## src/rtl/multicycle_control_pkg.sv

```systemverilog
// Shared MIPS constants: ALU op codes, opcode/funct values and control FSM state encoding.
package mips_pkg;

  localparam logic [3:0] ALU_AND = 4'd0;
  localparam logic [3:0] ALU_OR  = 4'd1;
  localparam logic [3:0] ALU_ADD = 4'd2;
  localparam logic [3:0] ALU_SUB = 4'd6;
  localparam logic [3:0] ALU_SLT = 4'd7;
  localparam logic [3:0] ALU_NOR = 4'd12;

  localparam logic [5:0] OP_RTYPE = 6'h00;
  localparam logic [5:0] OP_J     = 6'h02;
  localparam logic [5:0] OP_BEQ   = 6'h04;
  localparam logic [5:0] OP_BNE   = 6'h05;
  localparam logic [5:0] OP_ADDI  = 6'h08;
  localparam logic [5:0] OP_LW    = 6'h23;
  localparam logic [5:0] OP_SW    = 6'h2B;

  localparam logic [5:0] FN_ADD = 6'h20;
  localparam logic [5:0] FN_SUB = 6'h22;
  localparam logic [5:0] FN_AND = 6'h24;
  localparam logic [5:0] FN_OR  = 6'h25;
  localparam logic [5:0] FN_NOR = 6'h27;
  localparam logic [5:0] FN_SLT = 6'h2A;

  typedef enum logic [3:0] {
    S_FETCH    = 4'd0,
    S_DECODE   = 4'd1,
    S_MEM_ADDR = 4'd2,
    S_MEM_RD   = 4'd3,
    S_MEM_WB   = 4'd4,
    S_MEM_WR   = 4'd5,
    S_EXEC_R   = 4'd6,
    S_R_WB     = 4'd7,
    S_BRANCH   = 4'd8,
    S_JUMP     = 4'd9,
    S_IMM_EXEC = 4'd10,
    S_IMM_WB   = 4'd11,
    S_TRAP     = 4'd15
  } state_e;

endpackage

```

## src/rtl/multicycle_control_if.sv

```systemverilog
// Control bundle between the IR/datapath and the multicycle controller.
interface multicycle_control_if #(
  parameter int STATE_W = 4
);
  logic [5:0]         opcode;
  logic [5:0]         funct;
  logic               zr;
  logic               mem_ready;
  logic               mem_read;
  logic               mem_write;
  logic               iord;
  logic               ir_write;
  logic               pc_en;
  logic [1:0]         pc_source;
  logic               alu_src_a;
  logic [1:0]         alu_src_b;
  logic [3:0]         control_out;
  logic               reg_write;
  logic               reg_dst;
  logic               mem_to_reg;
  logic               illegal;
  logic [STATE_W-1:0] state;

  modport master (
    input  opcode, funct, zr, mem_ready,
    output mem_read, mem_write, iord, ir_write, pc_en, pc_source,
           alu_src_a, alu_src_b, control_out, reg_write, reg_dst,
           mem_to_reg, illegal, state
  );

  modport slave (
    output opcode, funct, zr, mem_ready,
    input  mem_read, mem_write, iord, ir_write, pc_en, pc_source,
           alu_src_a, alu_src_b, control_out, reg_write, reg_dst,
           mem_to_reg, illegal, state
  );
endinterface

```

## src/rtl/multicycle_control_alu_op_decode.sv

```systemverilog
// R-type funct to ALU op decode; valid_o low for functs the datapath does not implement.
module alu_op_decode
  import mips_pkg::*;
(
  input  logic [5:0] funct_i,
  output logic [3:0] alu_op_o,
  output logic       valid_o
);

  always_comb begin
    alu_op_o = ALU_ADD;
    valid_o  = 1'b1;
    case (funct_i)
      FN_ADD:  alu_op_o = ALU_ADD;
      FN_SUB:  alu_op_o = ALU_SUB;
      FN_AND:  alu_op_o = ALU_AND;
      FN_OR:   alu_op_o = ALU_OR;
      FN_NOR:  alu_op_o = ALU_NOR;
      FN_SLT:  alu_op_o = ALU_SLT;
      default: valid_o  = 1'b0;
    endcase
  end

endmodule

```

## src/rtl/multicycle_control.sv

```systemverilog
// Multicycle MIPS main control FSM, one instruction step per state; outputs decode from state.
// Define MULTICYCLE_CONTROL_BNE_EN to accept bne (0x05) alongside beq in BRANCH.
module multicycle_control
  import mips_pkg::*;
#(
  parameter bit ILLEGAL_TRAP = 1'b1,
  parameter int STATE_W      = 4
) (
  input  logic                clk,
  input  logic                rst,
  multicycle_control_if.master ctl
);

  state_e     state_q, state_d;
  state_e     illegal_next;
  logic [3:0] r_alu_op;
  logic       r_valid;
  logic       br_take;

  alu_op_decode u_alu_op_decode (
    .funct_i  (ctl.funct),
    .alu_op_o (r_alu_op),
    .valid_o  (r_valid)
  );

  assign illegal_next = ILLEGAL_TRAP ? S_TRAP : S_FETCH;

`ifdef MULTICYCLE_CONTROL_BNE_EN
  assign br_take = (ctl.opcode == OP_BNE) ? ~ctl.zr : ctl.zr;
`else
  assign br_take = ctl.zr;
`endif

  always_ff @(posedge clk or posedge rst) begin
    if (rst) state_q <= S_FETCH;
    else     state_q <= state_d;
  end

  always_comb begin
    state_d         = state_q;
    ctl.mem_read    = 1'b0;
    ctl.mem_write   = 1'b0;
    ctl.iord        = 1'b0;
    ctl.ir_write    = 1'b0;
    ctl.pc_en       = 1'b0;
    ctl.pc_source   = 2'b00;
    ctl.alu_src_a   = 1'b0;
    ctl.alu_src_b   = 2'b00;
    ctl.control_out = ALU_ADD;
    ctl.reg_write   = 1'b0;
    ctl.reg_dst     = 1'b0;
    ctl.mem_to_reg  = 1'b0;
    ctl.illegal     = 1'b0;
    case (state_q)
      S_FETCH: begin
        ctl.mem_read  = 1'b1;
        ctl.alu_src_b = 2'b01;
        ctl.ir_write  = ctl.mem_ready;
        ctl.pc_en     = ctl.mem_ready;
        if (ctl.mem_ready) state_d = S_DECODE;
      end
      S_DECODE: begin
        // ALU precomputes the branch target into ALUOut while decoding.
        ctl.alu_src_b = 2'b11;
        case (ctl.opcode)
          OP_RTYPE:     state_d = S_EXEC_R;
          OP_LW, OP_SW: state_d = S_MEM_ADDR;
          OP_BEQ:       state_d = S_BRANCH;
`ifdef MULTICYCLE_CONTROL_BNE_EN
          OP_BNE:       state_d = S_BRANCH;
`endif
          OP_J:         state_d = S_JUMP;
          OP_ADDI:      state_d = S_IMM_EXEC;
          default:      state_d = illegal_next;
        endcase
      end
      S_MEM_ADDR: begin
        ctl.alu_src_a = 1'b1;
        ctl.alu_src_b = 2'b10;
        state_d       = (ctl.opcode == OP_SW) ? S_MEM_WR : S_MEM_RD;
      end
      S_MEM_RD: begin
        ctl.mem_read = 1'b1;
        ctl.iord     = 1'b1;
        if (ctl.mem_ready) state_d = S_MEM_WB;
      end
      S_MEM_WB: begin
        ctl.reg_write  = 1'b1;
        ctl.mem_to_reg = 1'b1;
        state_d        = S_FETCH;
      end
      S_MEM_WR: begin
        ctl.mem_write = 1'b1;
        ctl.iord      = 1'b1;
        if (ctl.mem_ready) state_d = S_FETCH;
      end
      S_EXEC_R: begin
        ctl.alu_src_a   = 1'b1;
        ctl.control_out = r_alu_op;
        state_d         = r_valid ? S_R_WB : illegal_next;
      end
      S_R_WB: begin
        ctl.reg_write = 1'b1;
        ctl.reg_dst   = 1'b1;
        state_d       = S_FETCH;
      end
      S_BRANCH: begin
        ctl.alu_src_a   = 1'b1;
        ctl.control_out = ALU_SUB;
        ctl.pc_source   = 2'b01;
        ctl.pc_en       = br_take;
        state_d         = S_FETCH;
      end
      S_JUMP: begin
        ctl.pc_source = 2'b10;
        ctl.pc_en     = 1'b1;
        state_d       = S_FETCH;
      end
      S_IMM_EXEC: begin
        ctl.alu_src_a = 1'b1;
        ctl.alu_src_b = 2'b10;
        state_d       = S_IMM_WB;
      end
      S_IMM_WB: begin
        ctl.reg_write = 1'b1;
        state_d       = S_FETCH;
      end
      S_TRAP: ctl.illegal = 1'b1;
      default: state_d = S_FETCH;
    endcase
    // Reset kills every strobe at once so no write can complete after rst rises.
    if (rst) begin
      ctl.mem_read  = 1'b0;
      ctl.mem_write = 1'b0;
      ctl.iord      = 1'b0;
      ctl.ir_write  = 1'b0;
      ctl.pc_en     = 1'b0;
      ctl.pc_source = 2'b00;
      ctl.alu_src_a = 1'b0;
      ctl.alu_src_b = 2'b00;
      ctl.control_out = ALU_ADD;
      ctl.reg_write  = 1'b0;
      ctl.reg_dst    = 1'b0;
      ctl.mem_to_reg = 1'b0;
      ctl.illegal    = 1'b0;
    end
  end

  assign ctl.state = STATE_W'(state_q);

endmodule

```

## src/flat_wrapper.sv

```systemverilog
// flat-port wrapper written by rule: the top's interface ports become plain ports
module multicycle_control_flat import mips_pkg::*;
#(
  parameter bit ILLEGAL_TRAP = 1'b1,
  parameter int STATE_W      = 4
)
  (clk, rst, ctl_opcode, ctl_funct, ctl_zr, ctl_mem_ready, ctl_mem_read, ctl_mem_write, ctl_iord, ctl_ir_write, ctl_pc_en, ctl_pc_source, ctl_alu_src_a, ctl_alu_src_b, ctl_control_out, ctl_reg_write, ctl_reg_dst, ctl_mem_to_reg, ctl_illegal, ctl_state);
  multicycle_control_if #(.STATE_W(STATE_W)) ctl_i ();
  input  logic clk;
  input  logic rst;
  input wire logic [$bits(ctl_i.opcode)-1:0] ctl_opcode;
  input wire logic [$bits(ctl_i.funct)-1:0] ctl_funct;
  input wire logic [$bits(ctl_i.zr)-1:0] ctl_zr;
  input wire logic [$bits(ctl_i.mem_ready)-1:0] ctl_mem_ready;
  output wire logic [$bits(ctl_i.mem_read)-1:0] ctl_mem_read;
  output wire logic [$bits(ctl_i.mem_write)-1:0] ctl_mem_write;
  output wire logic [$bits(ctl_i.iord)-1:0] ctl_iord;
  output wire logic [$bits(ctl_i.ir_write)-1:0] ctl_ir_write;
  output wire logic [$bits(ctl_i.pc_en)-1:0] ctl_pc_en;
  output wire logic [$bits(ctl_i.pc_source)-1:0] ctl_pc_source;
  output wire logic [$bits(ctl_i.alu_src_a)-1:0] ctl_alu_src_a;
  output wire logic [$bits(ctl_i.alu_src_b)-1:0] ctl_alu_src_b;
  output wire logic [$bits(ctl_i.control_out)-1:0] ctl_control_out;
  output wire logic [$bits(ctl_i.reg_write)-1:0] ctl_reg_write;
  output wire logic [$bits(ctl_i.reg_dst)-1:0] ctl_reg_dst;
  output wire logic [$bits(ctl_i.mem_to_reg)-1:0] ctl_mem_to_reg;
  output wire logic [$bits(ctl_i.illegal)-1:0] ctl_illegal;
  output wire logic [$bits(ctl_i.state)-1:0] ctl_state;
  assign ctl_i.opcode = ctl_opcode;
  assign ctl_i.funct = ctl_funct;
  assign ctl_i.zr = ctl_zr;
  assign ctl_i.mem_ready = ctl_mem_ready;
  assign ctl_mem_read = ctl_i.mem_read;
  assign ctl_mem_write = ctl_i.mem_write;
  assign ctl_iord = ctl_i.iord;
  assign ctl_ir_write = ctl_i.ir_write;
  assign ctl_pc_en = ctl_i.pc_en;
  assign ctl_pc_source = ctl_i.pc_source;
  assign ctl_alu_src_a = ctl_i.alu_src_a;
  assign ctl_alu_src_b = ctl_i.alu_src_b;
  assign ctl_control_out = ctl_i.control_out;
  assign ctl_reg_write = ctl_i.reg_write;
  assign ctl_reg_dst = ctl_i.reg_dst;
  assign ctl_mem_to_reg = ctl_i.mem_to_reg;
  assign ctl_illegal = ctl_i.illegal;
  assign ctl_state = ctl_i.state;
  multicycle_control #(.ILLEGAL_TRAP(ILLEGAL_TRAP), .STATE_W(STATE_W)) u_core (.clk(clk), .rst(rst), .ctl(ctl_i));
endmodule
```

## config.mk

```make
export PLATFORM = sky130hd
export DESIGN_NAME = multicycle_control_flat
export DESIGN_NICKNAME = d
export VERILOG_FILES = /design/src/rtl/multicycle_control_pkg.sv /design/src/rtl/multicycle_control_if.sv /design/src/rtl/multicycle_control_alu_op_decode.sv /design/src/rtl/multicycle_control.sv /design/src/flat_wrapper.sv
export SDC_FILE = /design/constraint.sdc
export NUM_CORES = 1
export LEC_CHECK = 0
export CAP_MARGIN = 20
export CELL_PAD_IN_SITES_DETAIL_PLACEMENT = 1
export CELL_PAD_IN_SITES_GLOBAL_PLACEMENT = 1
export CORE_MARGIN = 5
export CORE_UTILIZATION = 30
export CTS_CLUSTER_DIAMETER = 80
export DETAILED_ROUTE_END_ITERATION = 10
export DONT_BUFFER_PORTS = 1
export HOLD_SLACK_MARGIN = 0.05
export PLACE_DENSITY_LB_ADDON = 0.1
export SYNTH_ARGS = -nofsm -noshare
export SYNTH_HDL_FRONTEND = slang
export SYNTH_SLANG_ARGS = --single-unit
```

## constraint.sdc

```tcl
create_clock -name clk -period 1.9 [get_ports clk]
set_input_delay 0.095 -clock clk [delete_from_list [all_inputs] [get_ports clk]]
set_output_delay 0.095 -clock clk [all_outputs]
set_load 0.02 [all_outputs]
```

==> key figures <==
Clock network
  • CTS Buf Count: 3
  • H-tree levels: 1
  • Worst skew pair latency: approximately 250 ps
  • Clock buffer depth: 2
  • Clock transition at path regs: 40 ps
  • CTS sink count: 4
  • CTS tree: built
  • Root Driver: clkbuf_4
  • Post-CTS Setup Repair Bufs: 0

STA
  • Final worst setup slack: approximately 130 ps
  • Clk_skew: 0.1646 ps
  • Slew HR: 0.7058
  • WHS: about 110 ps
  • Actual slew at the worst max-slew pin: between 400 and 500 ps
  • Setup_tns: 0 ps
  • Setup violators final: 0
  • Tcrit/Tclk final: 0.9297
  • RSZ-0062 raised after global routing: false
  • Final Max Tran Viols: 0
  • Max Clk Rate: around 570 MHz
  • Final hold vios: 0
  • Crit path time final: approximately 1800 ps

GRT
  • Initial antenna violation count: 0
  • Tot GR Track Use: 0.1632
  • Vias in the first global route: between 1000 and 1500
  • Global-route wire length before repair: ~4700 um
  • Total gr overflow: 0
  • Largest net degree at the start of global routing: 18

Layout
  • Ant diodes: 0
  • Area growth syn-to-layout: 20.35%
  • Nets: around 150
  • Fin cells: about 160
  • Share of post-route cells with drive strength above 1: 0.2636
  • Design area: about 940 um^2
  • Max reg flops: 4
  • Final Core Density: 0.3793

Worst setup path
  • Reg2reg end: u_core.ctl.state[2]
  • Critical path's slowest cell: dfrtp_1
  • Crit path max fanout: 7
  • WP data required: ~1800 ps
  • Critical path class: flip-flop to primary output
  • CP dominant cell by count: nor2_1
  • CP Launch Point: u_core.ctl.state[1]
  • CP Data Arrival Time: between 1500 and 2000 ps
  • FF-to-FF path depth: 5
  • R2R setup slack: roughly 290 ps
  • CP Cell Sequence: nor2_1 -> nand2_1 -> o21a_1 -> nor2_1 -> buf_4
  • Worst Setup Start Kind: flip-flop
  • End of the critical path: ctl_reg_write
  • Nature of the critical path endpoint: primary output
  • Worst R2R Start: u_core.ctl.state[0]
  • Max incr delay on CP: around 440 ps

Floorplanning
  • I/O Pins: 38
  • Site row count: 18
  • Die area: roughly 3700 um^2
  • Die Y: ~61 um
  • Initial core utilization: 0.3152
  • Core area: between 2000 and 2500 um^2
  • Die width: between 60 and 70 um

Yosys
  • Main area contributors after synthesis: dfrtp_1 (13%), buf_6 (7.2%), nor4_1 (6.4%), o21ai_0 (5.8%), nor2_1 (5.8%)
  • Synthesized Nets: between 100 and 150
  • Syn Inst Count: around 110
  • #FFs+latches synth: 4
  • Main synth FF type: dfrtp_1
  • Post-synth top area share: 0.1282
  • Number of enable flip-flop cells after synthesis: 0
  • Sequential share of the synthesized area: 0.1282
  • Syn. warnings: 0
  • Mean post-synth cell area: approximately 6.9 um^2
  • Cell taking the most area after synthesis: dfrtp_1
  • Ys async rst share: 1.000
  • Area of the mapped netlist: around 780 um^2
  • Yosys cell types: 39

Route
  • DR top layer: met4
  • DR vias: 925
  • M1 WL: ~1200 um
  • Met3 wire length: ~190 um
  • Initial drt markers: between 40 and 50
  • Routed wire per std cell: 17.67 um
  • Final ANT Viol Nets: 0
  • Routed vias/inst: a little under 6
  • Wirelength, routed: around 2800 um
  • DR DRC count: 0
  • First-pass DRT Iterations: 4
  • Met2 wire length: 1367 um

Pwr
  • Tot Pwr: around 1.3 mW
  • Lkg Pwr: between 0.3 and 0.4 nW
  • Power per standard cell area: between 1000 and 1500 nW/um^2
  • Maximum vdd ir drop: just over 500 uV

Placement
  • Gpl congestion: around 0.85
  • Placed cell area: about 900 um^2
  • Placed instance count: about 160
  • Pre-CTS setup slack: 265.9 ps
  • Port Buffer Count: 0
  • Hpwl dp: approximately 2100 um

Run status
  • Status: finished, final reports clean

Run
  • MaxCap Viol Count: 0

Hold path
  • HP Class: input pin to flip-flop
-- kinds of logic after synthesis --
| group | Yosys count | synth area share |
|---|---|---|
| flops | 4 | 0.1282 |
| xor+xnor | 4 | 0.04488 |
| simple gates | 52 | 0.3638 |
| compound gates | 34 | 0.2869 |
| buf+inv | 17 | 0.1490 |
| mux | 2 | 0.02724 |
-- critical path, delay by kind of cell (launching register included) --
family,cells,cell delay [ps]
AND/OR/NAND/NOR,3,640
AO/OA/AOI/OAI,1,190
buffers and inverters,1,140
flip-flops,1,440
-- how the worst min path moves through the flow --
| stage | start | end | slack (ps) | depth (start not counted) |
|---|---|---|---|---|
| finish | ctl_mem_ready | u_core.ctl.state[0] | 110 | 3 |
| global route | ctl_mem_ready | u_core.ctl.state[0] | 140 | 3 |
| CTS | ctl_mem_ready | u_core.ctl.state[0] | 110 | 3 |
| detailed placement | rst | u_core.ctl.state[0] | -100 | 1 |
| global placement | rst | u_core.ctl.state[2] | -100 | 1 |
| floorplan | rst | u_core.ctl.state[0] | 30 | 2 |
-- placed cells by master, fill, tap and decap left out, types with 4 or more instances in the layout --
cell	count
a31oi_1	4
a21oi_1	6
nor2_1	12
nor4_1	8
buf_4	23
dfrtp_1	4
inv_1	5
nand2_1	6
o21ai_0	9
nor3_1	7
-- what timing repair did --
action                                 CTS  global route
gates resized for setup                  0             1
setup endpoints to repair                0             1
hold buffers                             1             0
endpoints found under the hold margin    4             0
-- where the power goes --
group	switching, mW	internal, mW
registers	0.0965	0.125
clock network	0.0472	0.0715
logic	0.607	0.401
total	0.751	0.598
-- Yosys cell counts (3+ instances only) --
cell type / number
a21oi_1: 6
a31oi_1: 4
and3_1: 3
buf_2: 4
buf_6: 5
dfrtp_1: 4
inv_1: 5
nand2_1: 6
nor2_1: 12
nor3_1: 8
nor3b_1: 3
nor4_1: 8
o21a_1: 3
o21ai_0: 9
o31ai_1: 3
-- routing by layer --
metal  up-vias  global-route usage
met4         0             0.02786
met3         3             0.04193
met5         -                   0
met1       438              0.2111
li1        455                   -
met2        29              0.2779
-- area by class of cell --
cell class / instances / area, um^2
flip-flops and latches: 4 / 100.1
well taps: 30 / 37.54
fillers: 340 / 1538
clock buffers: 3 / 22.52
repair buffers: 24 / 182.7
multi-input cells: 92 / 570.5
inverters: 6 / 26.28
Power figures use the tool's default switching activity.
